`config.mk`:
```
export PLATFORM = sky130hd
export DESIGN_NAME = palindrome_arbiter
export DESIGN_NICKNAME = d
export VERILOG_FILES = /design/src/rtl/palindrome_pkg.sv /design/src/rtl/palindrome_core.sv /design/src/rtl/palindrome_arbiter.sv
export SDC_FILE = /design/constraint.sdc
export NUM_CORES = 1
export LEC_CHECK = 0
export CORE_MARGIN = 2
export CORE_UTILIZATION = 58
export DETAILED_ROUTE_END_ITERATION = 7
export DONT_BUFFER_PORTS = 1
export PLACE_DENSITY = 0.76
export SLEW_MARGIN = 25
export SYNTH_ARGS = -nofsm -noshare
export SYNTH_HDL_FRONTEND = slang
export SYNTH_SLANG_ARGS = --single-unit
```
`constraint.sdc`:
```
create_clock -name clk -period 2.6 [get_ports clk]
set_input_delay 0.52 -clock clk [delete_from_list [all_inputs] [get_ports clk]]
set_output_delay 0.52 -clock clk [all_outputs]
set_load 0.1 [all_outputs]
```
`src/rtl/palindrome_pkg.sv`:
```
// Shared definitions for the palindrome arbiter slice.
//   state_e            : controller states (IDLE, CHECK, RESULT)
//   DATA_WIDTH_DEFAULT : default operand width
//   id_width()         : width of a requester index, never less than 1
package palindrome_pkg;

    localparam int DATA_WIDTH_DEFAULT = 32;

    typedef enum logic [1:0] {
        IDLE   = 2'd0,
        CHECK  = 2'd1,
        RESULT = 2'd2
    } state_e;

    function automatic int id_width(input int n);
        return (n > 1) ? $clog2(n) : 1;
    endfunction

endpackage

```
`src/rtl/palindrome_core.sv`:
```
// Pure combinational palindrome checker.
//   din  : operand
//   dout : 1 when the bit-reversal of din equals din (leading zeros count).
//          The middle bit of an odd width is never compared, so a 1-bit
//          operand always reports 1.
module palindrome_core #(
    parameter int DATA_WIDTH = 32
) (
    input  logic [DATA_WIDTH-1:0] din,
    output logic                  dout
);

    always_comb begin
        dout = 1'b1;
        for (int i = 0; i < DATA_WIDTH / 2; i++) begin
            if (din[i] != din[DATA_WIDTH-1-i]) begin
                dout = 1'b0;
            end
        end
    end

endmodule

```
`src/rtl/palindrome_arbiter.sv`:
```
// Shares one palindrome checker among NUM_REQ requesters.
//   clk, resetn          : clock, asynchronous active-low reset
//   req_valid/req_data   : per-requester operand channel (requester i at
//                          bits [i*DATA_WIDTH +: DATA_WIDTH])
//   req_ready            : one-hot (or zero) accept towards the winner
//   res_valid/res_ready  : result channel, res_id = requester, res_pal = result
//   busy                 : controller not idle
//   pal_count            : delivered results with res_pal=1, saturating
//
// state  | meaning
// IDLE   | no result pending, accept a new request
// CHECK  | operand registered, checker output captured at the next edge
// RESULT | result presented; on handshake a new request may be accepted
module palindrome_arbiter
    import palindrome_pkg::*;
#(
    parameter int NUM_REQ    = 4,
    parameter int DATA_WIDTH = DATA_WIDTH_DEFAULT,
    parameter int CNT_WIDTH  = 16,
    localparam int ID_W      = id_width(NUM_REQ)
) (
    input  logic                          clk,
    input  logic                          resetn,
    input  logic [NUM_REQ-1:0]            req_valid,
    input  logic [NUM_REQ*DATA_WIDTH-1:0] req_data,
    output logic [NUM_REQ-1:0]            req_ready,
    output logic                          res_valid,
    input  logic                          res_ready,
    output logic [ID_W-1:0]               res_id,
    output logic                          res_pal,
    output logic                          busy,
    output logic [CNT_WIDTH-1:0]          pal_count
);

    state_e                state_q, state_d;
    logic [ID_W-1:0]       ptr_q, ptr_d;
    logic [DATA_WIDTH-1:0] operand_q, operand_d;
    logic [ID_W-1:0]       id_q, id_d;
    logic [ID_W-1:0]       res_id_q, res_id_d;
    logic                  res_pal_q, res_pal_d;
    logic [CNT_WIDTH-1:0]  pal_count_q, pal_count_d;

    logic [ID_W:0]         pick;
    logic                  win_vld;
    logic [ID_W-1:0]       win_id;
    logic [DATA_WIDTH-1:0] win_data;
    logic                  can_accept;
    logic                  accept;
    logic                  res_hs;
    logic                  core_pal;

    // Returns {found, index}. Scanning from the farthest offset down lets the
    // nearest valid requester (starting at p) overwrite earlier hits.
    function automatic logic [ID_W:0] rr_pick(input logic [NUM_REQ-1:0] v,
                                              input logic [ID_W-1:0]    p);
        logic [ID_W:0]   r;
        logic [ID_W-1:0] idx;
        r = '0;
        for (int i = NUM_REQ - 1; i >= 0; i--) begin
            idx = ID_W'((int'(p) + i) % NUM_REQ);
            if (v[idx]) begin
                r = {1'b1, idx};
            end
        end
        return r;
    endfunction

    assign pick    = rr_pick(req_valid, ptr_q);
    assign win_vld = pick[ID_W];
    assign win_id  = pick[ID_W-1:0];

    always_comb begin
        win_data = '0;
        for (int i = 0; i < NUM_REQ; i++) begin
            if (win_id == ID_W'(i)) begin
                win_data = req_data[i*DATA_WIDTH +: DATA_WIDTH];
            end
        end
    end

    // resetn gates acceptance so nothing is granted while reset is held.
    assign can_accept = resetn &&
                        ((state_q == IDLE) || ((state_q == RESULT) && res_ready));
    assign accept     = can_accept && win_vld;
    assign res_hs     = (state_q == RESULT) && res_ready;

    palindrome_core #(
        .DATA_WIDTH (DATA_WIDTH)
    ) u_core (
        .din  (operand_q),
        .dout (core_pal)
    );

    // State register
    always_ff @(posedge clk or negedge resetn) begin
        if (!resetn) begin
            state_q <= IDLE;
        end else begin
            state_q <= state_d;
        end
    end

    // Next-state logic
    always_comb begin
        state_d = state_q;
        case (state_q)
            IDLE:    if (accept) state_d = CHECK;
            CHECK:   state_d = RESULT;
            RESULT:  if (res_ready) state_d = accept ? CHECK : IDLE;
            default: state_d = IDLE;
        endcase
    end

    // Outputs
    always_comb begin
        req_ready = '0;
        for (int i = 0; i < NUM_REQ; i++) begin
            req_ready[i] = accept && (win_id == ID_W'(i));
        end
        res_valid = (state_q == RESULT);
        busy      = (state_q != IDLE);
    end

    assign res_id    = res_id_q;
    assign res_pal   = res_pal_q;
    assign pal_count = pal_count_q;

    // Datapath next values
    always_comb begin
        ptr_d       = ptr_q;
        operand_d   = operand_q;
        id_d        = id_q;
        res_id_d    = res_id_q;
        res_pal_d   = res_pal_q;
        pal_count_d = pal_count_q;
        if (accept) begin
            operand_d = win_data;
            id_d      = win_id;
            ptr_d     = ID_W'((int'(win_id) + 1) % NUM_REQ);
        end
        if (state_q == CHECK) begin
            res_pal_d = core_pal;
            res_id_d  = id_q;
        end
        if (res_hs && res_pal_q && (pal_count_q != '1)) begin
            pal_count_d = pal_count_q + CNT_WIDTH'(1);
        end
    end

    always_ff @(posedge clk or negedge resetn) begin
        if (!resetn) begin
            ptr_q       <= '0;
            operand_q   <= '0;
            id_q        <= '0;
            res_id_q    <= '0;
            res_pal_q   <= 1'b0;
            pal_count_q <= '0;
        end else begin
            ptr_q       <= ptr_d;
            operand_q   <= operand_d;
            id_q        <= id_d;
            res_id_q    <= res_id_d;
            res_pal_q   <= res_pal_d;
            pal_count_q <= pal_count_d;
        end
    end

endmodule

```
==> results.txt, run 1 <==
Layout Nets: 565
Cell Pwr Density: 1040 mW/mm^2
initial antenna violation count: 0
Root Driver: clkbuf_8
Die X: 82.9 um
largest net degree at the start of global routing: 66
routability cong.: 0.844
post-route cell area: 0.00429 mm^2
Hold Fails Final Rpt: 0
Post-synth EDFFs: 0
Die ar.: 0.00686 mm^2
Pins Over Slew Limit: 0
total power: 4.46 mW
CP bufs+invs: 4
Final ANT Viol Nets: 0
Slew HR: 0.408
via count of the first global-routing pass: 2995
crit-path max FO: 4
router iterations before antenna repair: 6
DR WL/cell: 20.3 um
P&R area growth vs syn: 18.9%
Net Count, Synth: 541
total global-route track usage: 0.271
RR Endpoint: operand_q[0]
Pleak: 1.96 nW
share of cells above drive strength 1: 0.191
DR iter-0 viols: 169
worst path cell trace: buf_4 -> a211oi_4 -> buf_4 -> buf_4 -> ha_4 -> and2_4 -> buf_12
PortBufs: 0
Clk pwr share: 0.186
clock sinks: 57
FILL cells: 438
antenna cells: 0
top_reg_cell synth: dfrtp_1
Seq cells post-synth: 57
Most common cell on crit path: buf_4
Finished Layout Cells: 505
setup slack after layout: 0.0300 ns
Mapped Avg Cell Area: 8.99 um^2
count of cell types in the netlist: 46
Vias/cell: 6.44
slowest stage cell, crit path: dfrtp_1
I/O pin count: 160
Final min period: 2.57 ns
Worst-Margin Slew: 0.888 ns
Seq/Total Area, Yosys: 0.396
overall die height: 82.9 um
FP Rows: 28
final wirelength: 10.2 mm
Crit Path Class: reg -> out
Worst EP arrival: 2.05 ns
most frequent cells in the layout: 57 x dfrtp_1, 41 x nand2_1, 37 x inv_1
core area: 0.00596 mm^2
CP max stage delay: 0.42 ns
power share of the sequential group: 0.345
TritonCTS clock tree: built
crit path launch type: flip-flop
H-tree depth: 3
status: finished clean
flop-to-flop setup slack: 0.21 ns
placed cell count: 478
CP Capture Type: output pin
family with the most delay on the worst path: buffers and inverters
TritonCTS Buffers: 9
commonest non-fill, non-tap cell in the layout: dfrtp_1
grt ovf: 0
WP data required: 2.08 ns
first-pass GRT wire length: 14.9 mm
asr flop ratio synth: 1.00
Hold Crit Class: in -> async
combinational share of power: 0.469
fmax: 389 MHz
net switching power: 1.84 mW
RR Startpoint: ptr_q[1]
clk_lat worst skew: 0.34 ns
Pint: 2.62 mW
Max VDD drop: 758 uV
Sw Ratio: 0.412
setup TNS: 0 ns
pre-CTS worst setup slack: -0.0730 ns
DP Area: 0.00390 mm^2
Clock Skew: 0.0103 ns
clk buf depth: 2
synthesized area: 0.00361 mm^2
# DRC: 0
Final HPWL DP: 6.54 mm
worst reg2reg path depth: 9
final setup vio count: 0
initial core utilization: 0.605
Post-Synthesis Cells: 401
synth warn: 0
period utilisation layout: 0.988
Max Cap Viol: 0
clock-pin slew on the worst setup and hold paths: 0.07 ns
Vias: 3250
==> state kept, by name, indices dropped and copies added, names as in the netlist <==
signal and count:
ptr_q 2, res_id 2, res_pal 1, state_q 2, id_q 2, pal_count 16, operand_q 32
==> through the flow <==
| step | util | hold WS, ns |
|---|---|---|
| floorplan | - | 0.224 |
| global placement | 0.654 | 0.225 |
| detailed placement | 0.654 | 0.226 |
| CTS | 0.698 | 0.0503 |
| global route | 0.720 | 0.0438 |
| finish | 0.720 | 0.0300 |
==> power by group through the flow <==
stage | Sequential, mW | Combinational [mW] | Clock, mW
detailed placement | 1.56 | 1.79 | 0
global route | 1.57 | 2.30 | 0.883
CTS | 1.54 | 1.88 | 0.825
floorplan | 1.49 | 1.44 | 0
finish | 1.54 | 2.09 | 0.828
global placement | 1.54 | 1.75 | 0
==> cell type report <==
type / instances / area, um^2 / area share
Multi-Input combinational cell: 278 / 1990 / 0.464
Timing Repair Buffer: 41 / 445 / 0.104
Clock inverter: 3 / 40.0 / 0.00934
Inverter: 38 / 143 / 0.0333
Tap cell: 75 / 93.8 / 0.0219
Sequential cell: 57 / 1430 / 0.333
Clock buffer: 13 / 149 / 0.0347
==> cells by family after synthesis <==
logic type	share of synthesized area
simple gates	0.187
buf+inv	0.0736
fa+ha+maj	0.0173
flops	0.396
compound gates	0.237
xor+xnor	0.0704
mux	0.0194
==> routing by layer <==
metal,up-vias,track usage,part of all wire
met5,-,0,0
met4,0,0.101,0.022
met3,15,0.0646,0.074
met2,159,0.465,0.51
met1,1579,0.331,0.40
li1,1497,-,-
==> cell usage after synthesis, drive strengths merged, types with 7 or more instances <==
master,number,area [um^2]
dfrtp,57,1430
nand2,41,154
inv,38,143
nor2,36,138
a31oi,32,200
a211o,31,272
a221oi,31,272
xor2,19,166
clkbuf,17,63.8
buf,12,58.8
xnor2,10,87.6
o21ai,8,40.0
nand4,7,65.1
nor4,7,73.8
==> how the worst max path moves through the flow <==
| stage | from | slack (ns) | to | cells past startpoint |
|---|---|---|---|---|
| CTS | ptr_q[1] | -0.01 | req_ready[1] | 7 |
| floorplan | req_valid[2] | -0.03 | req_ready[3] | 7 |
| detailed placement | req_valid[1] | -0.07 | operand_q[28] | 9 |
| global route | ptr_q[0] | -0.05 | req_ready[3] | 8 |
| finish | ptr_q[1] | 0.03 | req_ready[3] | 7 |
| global placement | req_valid[0] | -0.43 | operand_q[22] | 8 |
==> timing repair <==
| item | CTS | global route |
|---|---|---|
| gates resized for setup | 5 | 6 |
| buffers inserted | 3 | 5 |
| setup endpoints to repair | 3 | 35 |
| pin swaps | 2 | 2 |
| hold buffers | 1 | 0 |
| gates cloned | 0 | 2 |
| endpoints found under the hold margin | 57 | 0 |
Note: power is estimated with default switching activity, not from simulation.
==> run 2, diff against run 1 <==
--- a/config.mk
+++ b/config.mk
@@ -6,7 +6,7 @@
 export NUM_CORES = 1
 export LEC_CHECK = 0
 export CORE_MARGIN = 2
-export CORE_UTILIZATION = 58
+export CORE_UTILIZATION = 60
 export DETAILED_ROUTE_END_ITERATION = 7
 export DONT_BUFFER_PORTS = 1
 export PLACE_DENSITY = 0.76
==> constraint.sdc (replaced) <==
create_clock -name clk -period 2.7 [get_ports clk]
set_input_delay 0.54 -clock clk [delete_from_list [all_inputs] [get_ports clk]]
set_output_delay 0.54 -clock clk [all_outputs]
set_load 0.05 [all_outputs]
==> results.txt, run 2 (synthesized netlist as in run 1, its figures left out) <==
Final ANT Viol Nets: 0
# DRC: 0
grt ovf: 0
Max VDD drop: 643 uV
share of cells above drive strength 1: 0.157
Final HPWL DP: 6.28 mm
core area: 0.00585 mm^2
Die X: 81.5 um
final setup vio count: 0
commonest non-fill, non-tap cell in the layout: dfrtp_1
Hold Crit Class: in -> async
Layout Nets: 549
flop-to-flop setup slack: 0.29 ns
antenna cells: 0
P&R area growth vs syn: 14.0%
TritonCTS Buffers: 9
Root Driver: clkbuf_8
crit path launch type: flip-flop
clock sinks: 57
first-pass GRT wire length: 13.8 mm
Final min period: 2.62 ns
Cell Pwr Density: 954 mW/mm^2
total power: 3.92 mW
worst reg2reg path depth: 10
FILL cells: 474
RR Endpoint: operand_q[12]
Worst-Margin Slew: 0.613 ns
router iterations before antenna repair: 5
Slew HR: 0.591
setup TNS: 0 ns
slowest stage cell, crit path: dfrtp_1
PortBufs: 0
power share of the sequential group: 0.368
total global-route track usage: 0.275
Die ar.: 0.00665 mm^2
fmax: 381 MHz
CP Capture Type: output pin
TritonCTS clock tree: built
net switching power: 1.53 mW
most frequent cells in the layout: 57 x dfrtp_1, 41 x nand2_1, 38 x inv_1
Largest register FFs: 32
via count of the first global-routing pass: 2984
Top reg by flops: operand_q
period utilisation layout: 0.972
initial core utilization: 0.616
final wirelength: 9.01 mm
I/O pin count: 160
Worst EP arrival: 2.08 ns
Vias: 3084
status: finished clean
DR iter-0 viols: 163
CP bufs+invs: 2
Vias/cell: 6.31
crit-path max FO: 34
FP Rows: 28
combinational share of power: 0.438
routability cong.: 0.782
overall die height: 81.5 um
initial antenna violation count: 0
Pins Over Slew Limit: 0
DR WL/cell: 18.4 um
Max Cap Viol: 0
H-tree depth: 3
clk_lat worst skew: 0.34 ns
Hold Fails Final Rpt: 0
Clock Skew: 0.00499 ns
clock-pin slew on the worst setup and hold paths: 0.07 ns
Pint: 2.39 mW
Sw Ratio: 0.390
WP data required: 2.16 ns
worst path cell trace: nand2b_4 -> a21oi_2 -> a211oi_2 -> ha_2 -> buf_12 -> and2_4 -> buf_12
Most common cell on crit path: buf_12
Pleak: 1.87 nW
RR Startpoint: ptr_q[1]
largest net degree at the start of global routing: 66
Clk pwr share: 0.194
CP max stage delay: 0.40 ns
Crit Path Class: reg -> out
clk buf depth: 2
family with the most delay on the worst path: flip-flops
## run 2: final cells by class
| cell class | count | area (um^2) | share of cell area |
|---|---|---|---|
| Multi-Input combinational cell | 277 | 1950 | 0.475 |
| Sequential cell | 57 | 1430 | 0.347 |
| Timing Repair Buffer | 26 | 303 | 0.0736 |
| Clock buffer | 14 | 183 | 0.0444 |
| Inverter | 38 | 143 | 0.0347 |
| Tap cell | 75 | 93.8 | 0.0228 |
| Clock inverter | 2 | 10.0 | 0.00243 |
## run 2: power groups by stage
stage	logic [mW]	registers [mW]	clock network, mW
CTS	1.70	1.44	0.774
detailed placement	1.64	1.46	0
global route	1.92	1.48	0.819
finish	1.72	1.44	0.761
floorplan	1.32	1.38	0
global placement	1.59	1.44	0
## run 2: per-stage QoR
stage               worst slack [ns]  instances  hold WS [ns]   util  instance area, um^2
floorplan                     0.0615        401         0.244      -                 3610
global placement               0.119        470         0.246  0.656                 3840
detailed placement            0.0399        470         0.246  0.656                 3840
CTS                          0.00320        488        0.0658  0.697                 4080
global route                 -0.0157        489        0.0760  0.703                 4110
finish                        0.0753        489        0.0695  0.703                 4110
## run 2: worst max path at each step
stage / start / to / depth (start not counted) / slack (ns)
2_1_floorplan: req_valid[0] / req_ready[2] / 8 / 0.06
4_1_cts: ptr_q[0] / req_ready[1] / 7 / 0.003
5_1_grt: ptr_q[0] / req_ready[1] / 7 / -0.02
6_report: ptr_q[0] / req_ready[1] / 7 / 0.08
3_3_place_gp: req_valid[2] / req_ready[1] / 7 / 0.12
3_5_place_dp: req_valid[2] / req_ready[1] / 7 / 0.04
## run 2: metal layers
layer / vias up / global-route usage / routed length [um]
met1: 1472 / 0.332 / 3510
met3: 13 / 0.0736 / 743
met2: 127 / 0.467 / 4620
met4: 0 / 0.110 / 137
met5: - / 0 / 0
li1: 1472 / - / -
## run 2: repair_timing
action | in CTS | in global routing
endpoints found under the setup margin | 1 | 25
hold buffers | 1 | 0
pin swaps | 1 | 1
endpoints found under the hold margin | 57 | 0
buffers inserted | 1 | 1
resized for setup | 4 | 5
